$ cat src/rtl/display_pkg.sv
// Shared types and default geometry for the display adapter's ping-pong pixel buffers.
package display_pkg;
    typedef enum logic [1:0] {EMPTY, FILLING, FULL, READING} buf_state_t;
    localparam int DEF_DEPTH  = 1024;
    localparam int DEF_ADDR_W = 10;
endpackage

$ cat src/rtl/frame_buffer_arbiter_if.sv
// Host write stream, display read strobes and the two buffer RAM control ports.
interface frame_buffer_arbiter_if import display_pkg::*; #(parameter int ADDR_W = DEF_ADDR_W);
    logic              wr_valid;
    logic              wr_ready;
    logic              frame_start;
    logic              rd_en;
    logic              we0, we1;
    logic              re0, re1;
    logic [ADDR_W-1:0] addr0, addr1;
    logic              wr_sel;
    logic              rd_sel;
    logic              rd_valid;
    logic              buf0_full, buf1_full;
    logic              frame_repeat;
    logic              underrun;

    modport master (
        output wr_valid, frame_start, rd_en,
        input  wr_ready, we0, we1, re0, re1, addr0, addr1, wr_sel, rd_sel,
               rd_valid, buf0_full, buf1_full, frame_repeat, underrun
    );
    modport slave (
        input  wr_valid, frame_start, rd_en,
        output wr_ready, we0, we1, re0, re1, addr0, addr1, wr_sel, rd_sel,
               rd_valid, buf0_full, buf1_full, frame_repeat, underrun
    );
endinterface

$ cat src/rtl/pingpong_buf_state.sv
// Lifecycle of one pixel buffer: EMPTY -> FILLING -> FULL -> READING -> EMPTY.
module pingpong_buf_state import display_pkg::*; (
    input  logic       clk,
    input  logic       reset,
    input  logic       is_wr,
    input  logic       accept,
    input  logic       last,
    input  logic       swap,
    output buf_state_t state,
    output logic       full
);
    always_ff @(posedge clk or posedge reset) begin
        if (reset) begin
            state <= EMPTY;
            full  <= 1'b0;
        end else if (swap) begin
            // Write target is promoted to display; the displayed buffer is recycled.
            state <= is_wr ? READING : EMPTY;
            full  <= is_wr;
        end else if (is_wr && accept) begin
            state <= last ? FULL : FILLING;
            if (last)
                full <= 1'b1;
        end
    end
endmodule

$ cat src/rtl/frame_buffer_arbiter.sv
// Ping-pong scheduler: host fills one buffer while the display reads the other; roles swap at frame start.
module frame_buffer_arbiter import display_pkg::*; #(
    parameter int DEPTH  = DEF_DEPTH,
    parameter int ADDR_W = DEF_ADDR_W
) (
    input  logic                    clk,
    input  logic                    reset,
    frame_buffer_arbiter_if.slave   bus
);
    logic [ADDR_W-1:0] wr_addr, rd_addr;
    logic              wr_sel;
    logic              frame_repeat, underrun;
    buf_state_t        st0, st1, wr_state, rd_state;
    logic              full0, full1;
    logic              wr_ready, accept, wr_last, rd_last, do_swap, rd_valid, rd_fire;

    assign wr_state = wr_sel ? st1 : st0;
    assign rd_state = wr_sel ? st0 : st1;
    assign wr_ready = (wr_state != FULL);
    assign accept   = bus.wr_valid && wr_ready;
    assign wr_last  = (wr_addr == ADDR_W'(DEPTH - 1));
    assign rd_last  = (rd_addr == ADDR_W'(DEPTH - 1));
    // A frame completed by this very cycle's write still qualifies for the swap.
    assign do_swap  = bus.frame_start && (wr_state == FULL || (accept && wr_last));
    assign rd_valid = (rd_state == READING);
    assign rd_fire  = bus.rd_en && rd_valid && !bus.frame_start;

    pingpong_buf_state u_buf0 (
        .clk(clk), .reset(reset), .is_wr(!wr_sel), .accept(accept),
        .last(wr_last), .swap(do_swap), .state(st0), .full(full0)
    );
    pingpong_buf_state u_buf1 (
        .clk(clk), .reset(reset), .is_wr(wr_sel), .accept(accept),
        .last(wr_last), .swap(do_swap), .state(st1), .full(full1)
    );

    always_ff @(posedge clk or posedge reset) begin
        if (reset) begin
            wr_addr      <= '0;
            rd_addr      <= '0;
            wr_sel       <= 1'b0;
            frame_repeat <= 1'b0;
            underrun     <= 1'b0;
        end else begin
            frame_repeat <= bus.frame_start && !do_swap;
            underrun     <= bus.rd_en && !rd_valid && !bus.frame_start;
            if (do_swap) begin
                wr_sel  <= !wr_sel;
                wr_addr <= '0;
            end else if (accept) begin
                wr_addr <= wr_last ? '0 : wr_addr + ADDR_W'(1);
            end
            if (bus.frame_start)
                rd_addr <= '0;
            else if (rd_fire)
                rd_addr <= rd_last ? '0 : rd_addr + ADDR_W'(1);
        end
    end

    // Roles are complementary, so each buffer's address simply follows its role's counter.
    assign bus.addr0        = wr_sel ? rd_addr : wr_addr;
    assign bus.addr1        = wr_sel ? wr_addr : rd_addr;
    assign bus.we0          = !reset && accept && !wr_sel;
    assign bus.we1          = !reset && accept && wr_sel;
    assign bus.re0          = !reset && rd_fire && wr_sel;
    assign bus.re1          = !reset && rd_fire && !wr_sel;
    assign bus.wr_ready     = wr_ready;
    assign bus.wr_sel       = wr_sel;
    assign bus.rd_sel       = !wr_sel;
    assign bus.rd_valid     = rd_valid;
    assign bus.buf0_full    = full0;
    assign bus.buf1_full    = full1;
    assign bus.frame_repeat = frame_repeat;
    assign bus.underrun     = underrun;
endmodule

$ cat src/flat_wrapper.sv
// flat-port wrapper written by rule: the top's interface ports become plain ports
module frame_buffer_arbiter_flat import display_pkg::*;
#(
    parameter int DEPTH  = DEF_DEPTH,
    parameter int ADDR_W = DEF_ADDR_W
)
  (clk, reset, bus_wr_valid, bus_frame_start, bus_rd_en, bus_wr_ready, bus_we0, bus_we1, bus_re0, bus_re1, bus_addr0, bus_addr1, bus_wr_sel, bus_rd_sel, bus_rd_valid, bus_buf0_full, bus_buf1_full, bus_frame_repeat, bus_underrun);
  frame_buffer_arbiter_if #(.ADDR_W(ADDR_W)) bus_i ();
  input  logic clk;
  input  logic reset;
  input wire logic [$bits(bus_i.wr_valid)-1:0] bus_wr_valid;
  input wire logic [$bits(bus_i.frame_start)-1:0] bus_frame_start;
  input wire logic [$bits(bus_i.rd_en)-1:0] bus_rd_en;
  output wire logic [$bits(bus_i.wr_ready)-1:0] bus_wr_ready;
  output wire logic [$bits(bus_i.we0)-1:0] bus_we0;
  output wire logic [$bits(bus_i.we1)-1:0] bus_we1;
  output wire logic [$bits(bus_i.re0)-1:0] bus_re0;
  output wire logic [$bits(bus_i.re1)-1:0] bus_re1;
  output wire logic [$bits(bus_i.addr0)-1:0] bus_addr0;
  output wire logic [$bits(bus_i.addr1)-1:0] bus_addr1;
  output wire logic [$bits(bus_i.wr_sel)-1:0] bus_wr_sel;
  output wire logic [$bits(bus_i.rd_sel)-1:0] bus_rd_sel;
  output wire logic [$bits(bus_i.rd_valid)-1:0] bus_rd_valid;
  output wire logic [$bits(bus_i.buf0_full)-1:0] bus_buf0_full;
  output wire logic [$bits(bus_i.buf1_full)-1:0] bus_buf1_full;
  output wire logic [$bits(bus_i.frame_repeat)-1:0] bus_frame_repeat;
  output wire logic [$bits(bus_i.underrun)-1:0] bus_underrun;
  assign bus_i.wr_valid = bus_wr_valid;
  assign bus_i.frame_start = bus_frame_start;
  assign bus_i.rd_en = bus_rd_en;
  assign bus_wr_ready = bus_i.wr_ready;
  assign bus_we0 = bus_i.we0;
  assign bus_we1 = bus_i.we1;
  assign bus_re0 = bus_i.re0;
  assign bus_re1 = bus_i.re1;
  assign bus_addr0 = bus_i.addr0;
  assign bus_addr1 = bus_i.addr1;
  assign bus_wr_sel = bus_i.wr_sel;
  assign bus_rd_sel = bus_i.rd_sel;
  assign bus_rd_valid = bus_i.rd_valid;
  assign bus_buf0_full = bus_i.buf0_full;
  assign bus_buf1_full = bus_i.buf1_full;
  assign bus_frame_repeat = bus_i.frame_repeat;
  assign bus_underrun = bus_i.underrun;
  frame_buffer_arbiter #(.DEPTH(DEPTH), .ADDR_W(ADDR_W)) u_core (.clk(clk), .reset(reset), .bus(bus_i));
endmodule
$ cat config.mk
export PLATFORM = sky130hd
export DESIGN_NAME = frame_buffer_arbiter_flat
export DESIGN_NICKNAME = d
export VERILOG_FILES = /design/src/rtl/display_pkg.sv /design/src/rtl/frame_buffer_arbiter_if.sv /design/src/rtl/pingpong_buf_state.sv /design/src/rtl/frame_buffer_arbiter.sv /design/src/flat_wrapper.sv
export SDC_FILE = /design/constraint.sdc
export NUM_CORES = 1
export LEC_CHECK = 0
export CORE_MARGIN = 4
export CORE_UTILIZATION = 51
export CTS_CLUSTER_SIZE = 8
export DETAILED_ROUTE_END_ITERATION = 12
export PLACE_DENSITY = 0.8
export SLEW_MARGIN = 20
export SYNTH_ARGS = -nofsm -noshare
export SYNTH_HDL_FRONTEND = slang
export SYNTH_SLANG_ARGS = --single-unit
$ cat constraint.sdc
create_clock -name clk -period 2.05 [get_ports clk]
set_clock_uncertainty 0.1 [all_clocks]
set_input_delay 0.41 -clock clk [delete_from_list [all_inputs] [get_ports clk]]
set_output_delay 0.41 -clock clk [all_outputs]
set_load 0.01 [all_outputs]
==> flow_summary.ini, run 1 <==
[status]
violations = negative setup slack
status = finished, violations left

[sta]
finalHoldViolCount = 0
finalCritPeriodShare_pct = 106
period_minus_slack_ps = 2180
setup_viol = 16
setup_slack_ps = -127
maxSlewViolCount = 0
fmax_mhz = 459
tightest_slew_ps = 389
maxSlewHeadroom_pct = 74.0
rsz0062_at_grt = true

[worst_setup_path]
worst_path_max_delay_cell = dfrtp_2
path_cells = buf_6, buf_6, and3b_2, or3_4, a2111oi_4, xnor2_1, nor2_1
worst-endpoint-required_ps = 2180
cpPeakStageDelay_ps = 440
setup.worst_path.class = reg2reg
reg2reg_from = u_core.bus.wr_sel
r2r_slack_ps = -130
reg2reg_depth = 7
arrival_ps = 2310
critPathMaxFanout = 8
cpMostUsedCell = buf_6
crit_path_end_kind = flip-flop
r2r_end = u_core.wr_addr[7]
crit_path_start_kind = flip-flop

[global_route]
grt_pass1_wl_um = 8460
first_global_vias = 1737
track_usage_pct = 25.0
antenna_found_initial = 0
grt_overflow_total = 0
grt_max_degree = 30

[yosys]
synth_ff_type = dfrtp_1
synthArstFlopShare_pct = 100
syn_area_um2 = 1840
synth.avg_cell_area_um2 = 9.26
yosysTopAreaCell = dfrtp_1
synthTopCellsByArea = dfrtp_1 (39%), mux2_2 (12%), xnor2_1 (4.3%), nand2_1 (4.1%), nor2_1 (3.9%)
ys_warn_count = 0
ys_types = 42
ys_seq_elements = 29
synth_edf_count = 0
syn-num-nets = 206
syn-instance-count = 199
synth_top_area_share_pct = 39.4
yosysSeqAreaShare_pct = 39.4

[cts]
cts_root_buf = clkbuf_4
cts.path.max_buffers = 2
cts_tree = done
cts_hold_buffers = 0
path_clk_slew_ps = 100
cts_max_level = 2
worst_skew_pair.late_latency_ps = 340
cts_buffers = 5
clock_sinks = 29

[routing]
vias = 1829
drt-initial-drc-count = 121
drtAntennaViolNets = 0
drc = 0
wl_per_cell_um = 16.0
drtPass1Iterations = 4
avgViaCountPerCell = 5.63
wl_um = 5190

[worst_hold_path]
hp-class = in2async

[die]
start_util_pct = 53.9
core_area_um2 = 3420
ios = 37
die_area_um2 = 4640
die_h_um = 68.1
rows = 21
dieWidth_um = 68.1

[placed_design]
io_buffers = 36
place_area_um2 = 2460
pre_cts_ws_ps = -354
dp.cells = 301
place.gp.congestion = 0.849
dp.final_hpwl_um = 3530

[power]
p_per_area_nw_per_um2 = 630
vdd_ir_drop_max_uv = 578
p_leak_nw = 1.25

[layout]
final_core_util_pct = 77.3
fin_nets = 285
stdcell_count = 325
drive_above_1_share_pct = 38.7
diodes = 0
finalInstanceArea_um2 = 2640
area_growth_pct = 43.3

[run]
maxCapViolCount = 0
layout by cell type, fill, tap and decap left out, types with 6 or more instances in the layout:
master,count
nor2_1,18
clkdlybuf4s50_1,6
a21oi_1,9
inv_1,8
buf_4,34
dfrtp_1,28
buf_6,14
o21ai_0,10
buf_2,6
mux2_2,17
nand3_1,14
xnor2_1,8
clkbuf_2,11
nand2_1,20
worst max path at each step:
stage | start | end | slack, ps | depth (start not counted)
detailed placement | bus_rd_en | bus_re0 | -350 | 4
global route | u_core.bus.wr_sel | u_core.wr_addr[7] | -210 | 7
CTS | u_core.bus.wr_sel | bus_addr0[9] | -70 | 4
floorplan | u_core.bus.wr_sel | u_core.wr_addr[9] | 120 | 7
finish | u_core.bus.wr_sel | u_core.wr_addr[7] | -130 | 7
global placement | bus_rd_en | bus_re0 | -240 | 4
state kept, by name, summed over array words and instances (netlist names):
signal and count:
u_core.bus.frame_repeat 1, u_core.bus.underrun 1, u_core.bus.wr_sel 1, u_core.rd_addr 10
u_core.u_buf0.full 1, u_core.u_buf0.state 2, u_core.u_buf1.full 1, u_core.u_buf1.state 2
u_core.wr_addr 10
metal layers:
layer / vias up / wire length (um) / global-route usage (%)
li1: 866 / - / -
met2: 65 / 2510 / 40.8
met5: - / 0 / 0
met1: 887 / 2210 / 31.8
met4: 0 / 116 / 11.2
met3: 11 / 351 / 4.93
Yosys cell counts (5+ instances only):
master and count:
nor2_1 19, o21ai_0 12, dfrtp_1 29, inv_1 8
clkbuf_1 5, xor2_1 5, a21oi_1 11, nand4_1 5
nand3_1 14, nand2_1 20, mux2_2 19, xnor2_1 9
stage by stage:
step / hold WS (ps) / TNS (ps) / total power [mW]
6_report: 370 / -594 / 1.66
5_1_grt: 415 / -1440 / 1.77
4_1_cts: 370 / -281 / 1.62
3_5_place_dp: 395 / -3180 / 1.31
3_3_place_gp: 362 / -2610 / 1.29
2_1_floorplan: 388 / 0 / 1.04
cell type report:
class | count | area, um^2
Clock buffer | 8 | 48.8
Fill cell | 259 | 776
Inverter | 8 | 30.0
Multi-Input combinational cell | 154 | 1110
Sequential cell | 29 | 727
Tap cell | 46 | 57.6
Timing Repair Buffer | 80 | 666
worst max-delay path, delay by kind of cell, from the launching register on:
kind	cells	cell delay, ps
flops	1	440
compound gates	1	400
simple gates	3	710
buf+inv	2	260
xor+xnor	1	170
cells by family after synthesis:
family	synth area share, %
DFF	39.4
AOI/OAI and AO/OA	14.6
buffers and inverters	3.74
muxes	12.2
xor gates and xnor gates	6.66
and+or+nand+nor	22.1
adders and majority gates	1.36
report_power, final:
part           switching [mW]  internal (mW)
Clock                   0.203          0.136
Sequential              0.104          0.646
Combinational           0.273          0.302
timing repair:
action | in CTS | in global routing
pin swaps | 3 | 12
setup buffers | 8 | 8
resized for setup | 70 | 54
hold endpoints to repair | 0 | 0
endpoints found under the setup margin | 29 | 30
Power figures use the tool's default switching activity.
==> run 2, diff against run 1 <==
CORE_ASPECT_RATIO = 0.75   (was unset)
==> run 2 against run 1 <==
Net effect: via count fell by 5.7%; wire length fell by 4.3%; sequential cell count unchanged; largest cell class unchanged; die area rose by 0.21%; the flow still finishes with violations (negative setup slack); global-route usage down 1.9 points; clock-buffer cell count fell by 3; first-iteration DRC count is 59% lower; critical path type is now reg2out.
==> flow_summary.ini, run 2 (synthesis gave the netlist of run 1 again) <==
[status]
status = finished, violations left
violations = negative setup slack

[layout]
area_growth_pct = 36.5
mostFrequentLayoutCell = dfrtp_1
fin_nets = 271
multi_input_area_um2 = 1080
diodes = 0
drive_above_1_share_pct = 36.6
n_fill_cell = 240
final_core_util_pct = 74.4
seqCellArea_um2 = 727
top_regs = u_core.rd_addr x10, u_core.wr_addr x10
final_cell_mix = dfrtp_1 (28), buf_4 (25), nand2_1 (20)
stdcell_count = 305

[cts]
cts_tree = done
worst_skew_pair.late_latency_ps = 290
cts_root_buf = clkbuf_8
cts_buffers = 5
clock_sinks = 29
path_clk_slew_ps = 70
cts.path.max_buffers = 2
cts_hold_buffers = 0
cts_max_level = 2

[worst_setup_path]
cp_top_family = buffers and inverters
worst-endpoint-required_ps = 1540
path_cells = buf_4, clkbuf_16, mux2_2, clkdlybuf4s15_2
cp_num_buf_inv = 3
arrival_ps = 1590
setup.worst_path.class = reg2out
crit_path_start_kind = flip-flop
critPathMaxFanout = 11
cpPeakStageDelay_ps = 430
worst_path_max_delay_cell = dfrtp_2
crit_path_end_kind = output pin

[placed_design]
dp.final_hpwl_um = 3470
dp.cells = 290
io_buffers = 36
place.gp.congestion = 0.897
pre_cts_ws_ps = -289

[sta]
rsz0062_at_grt = true
maxSlewHeadroom_pct = 74.4
fin_setup_tns_ps = -166
period_minus_slack_ps = 2100
maxSlewViolCount = 0
setup_slack_ps = -45.2
tightest_slew_ps = 383
setup_viol = 4
finalCritPeriodShare_pct = 102
fmax_mhz = 477
finalHoldViolCount = 0

[die]
die_area_um2 = 4650
rows = 18
dieWidth_um = 77.4
ios = 37
core_area_um2 = 3380
start_util_pct = 54.5
die_h_um = 60.0

[global_route]
grt_pass1_wl_um = 8250
grt_overflow_total = 0
track_usage_pct = 23.0
antenna_found_initial = 0
grt_max_degree = 26
first_global_vias = 1732

[run]
maxCapViolCount = 0

[routing]
wl_per_cell_um = 16.3
vias = 1724
drtAntennaViolNets = 0
drtPass1Iterations = 4
avgViaCountPerCell = 5.65
drt-initial-drc-count = 50
wl_um = 4960
drc = 0

[power]
total_power_mw = 1.73
p_per_area_nw_per_um2 = 687
p_leak_nw = 1.17
vdd_ir_drop_max_uv = 620

[worst_hold_path]
hp-class = reg2reg
[run 2: cell types whose count changed in the layout (fill, tap and decap cells not counted), moves of 4 or more]
cell	before	now
buf_4	34	25
buf_6	14	2
clkbuf_2	11	18
clkbuf_4	5	0
clkbuf_8	0	5
clkdlybuf4s15_2	0	4
dlygate4sd2_1	4	0
[run 2: final timing paths]
kind / start / to / slack, ps / cells after the start
max: u_core.bus.wr_sel / bus_addr0[3] / -50 / 4
min: u_core.u_buf1.full / u_core.u_buf1.full / 390 / 2
max reg2reg: u_core.bus.wr_sel / u_core.wr_addr[7] / 20 / 6
min reg2reg: u_core.u_buf1.full / u_core.u_buf1.full / 390 / 2
max in group asynchronous: reset / u_core.rd_addr[0] / 1000 / 4
min in group asynchronous: reset / u_core.bus.underrun / 430 / 3
[run 2: through the flow]
stage | area, um^2 | hold WS, ps
final | 2510 | 387
after global routing | 2510 | 406
after CTS | 2530 | 389
after detailed placement | 2410 | 373
after global placement | 2410 | 366
after floorplan | 1840 | 388
[run 2: repair_timing]
item	4_1_cts	5_1_grt
buffers inserted	2	4
setup endpoints to repair	27	29
gates cloned	0	1
pin swaps	0	6
gates resized for setup	58	39
[run 2: final cells by class]
class	count	share of cell area [%]
well taps	40	1.99
multi-input cells	154	43.1
clock inverters	3	0.697
clock buffers	5	2.74
inverters	8	1.19
repair buffers	66	21.4
flip-flops and latches	29	28.9
[run 2: power breakdown]
group / internal [mW] / total, mW / switching, mW / leakage, nW
logic: 0.250 / 0.483 / 0.232 / 0.757
registers: 0.647 / 0.778 / 0.131 / 0.370
clock network: 0.234 / 0.465 / 0.232 / 0.0439
[run 2: worst reg2reg max path: cells and delay by family, from the launching register on]
family / cells / cell delay [ps]
compound gates: 1 / 330
xor+xnor: 1 / 150
buf+inv: 1 / 140
flops: 1 / 450
simple gates: 3 / 750
[run 2: metal layers]
metal | global-route usage (%) | up-vias | routed length, um
met4 | 7.36 | 0 | 72
met3 | 7.38 | 9 | 327
li1 | - | 842 | -
met2 | 36.2 | 65 | 2210
met1 | 30.6 | 808 | 2350
met5 | 0 | - | 0
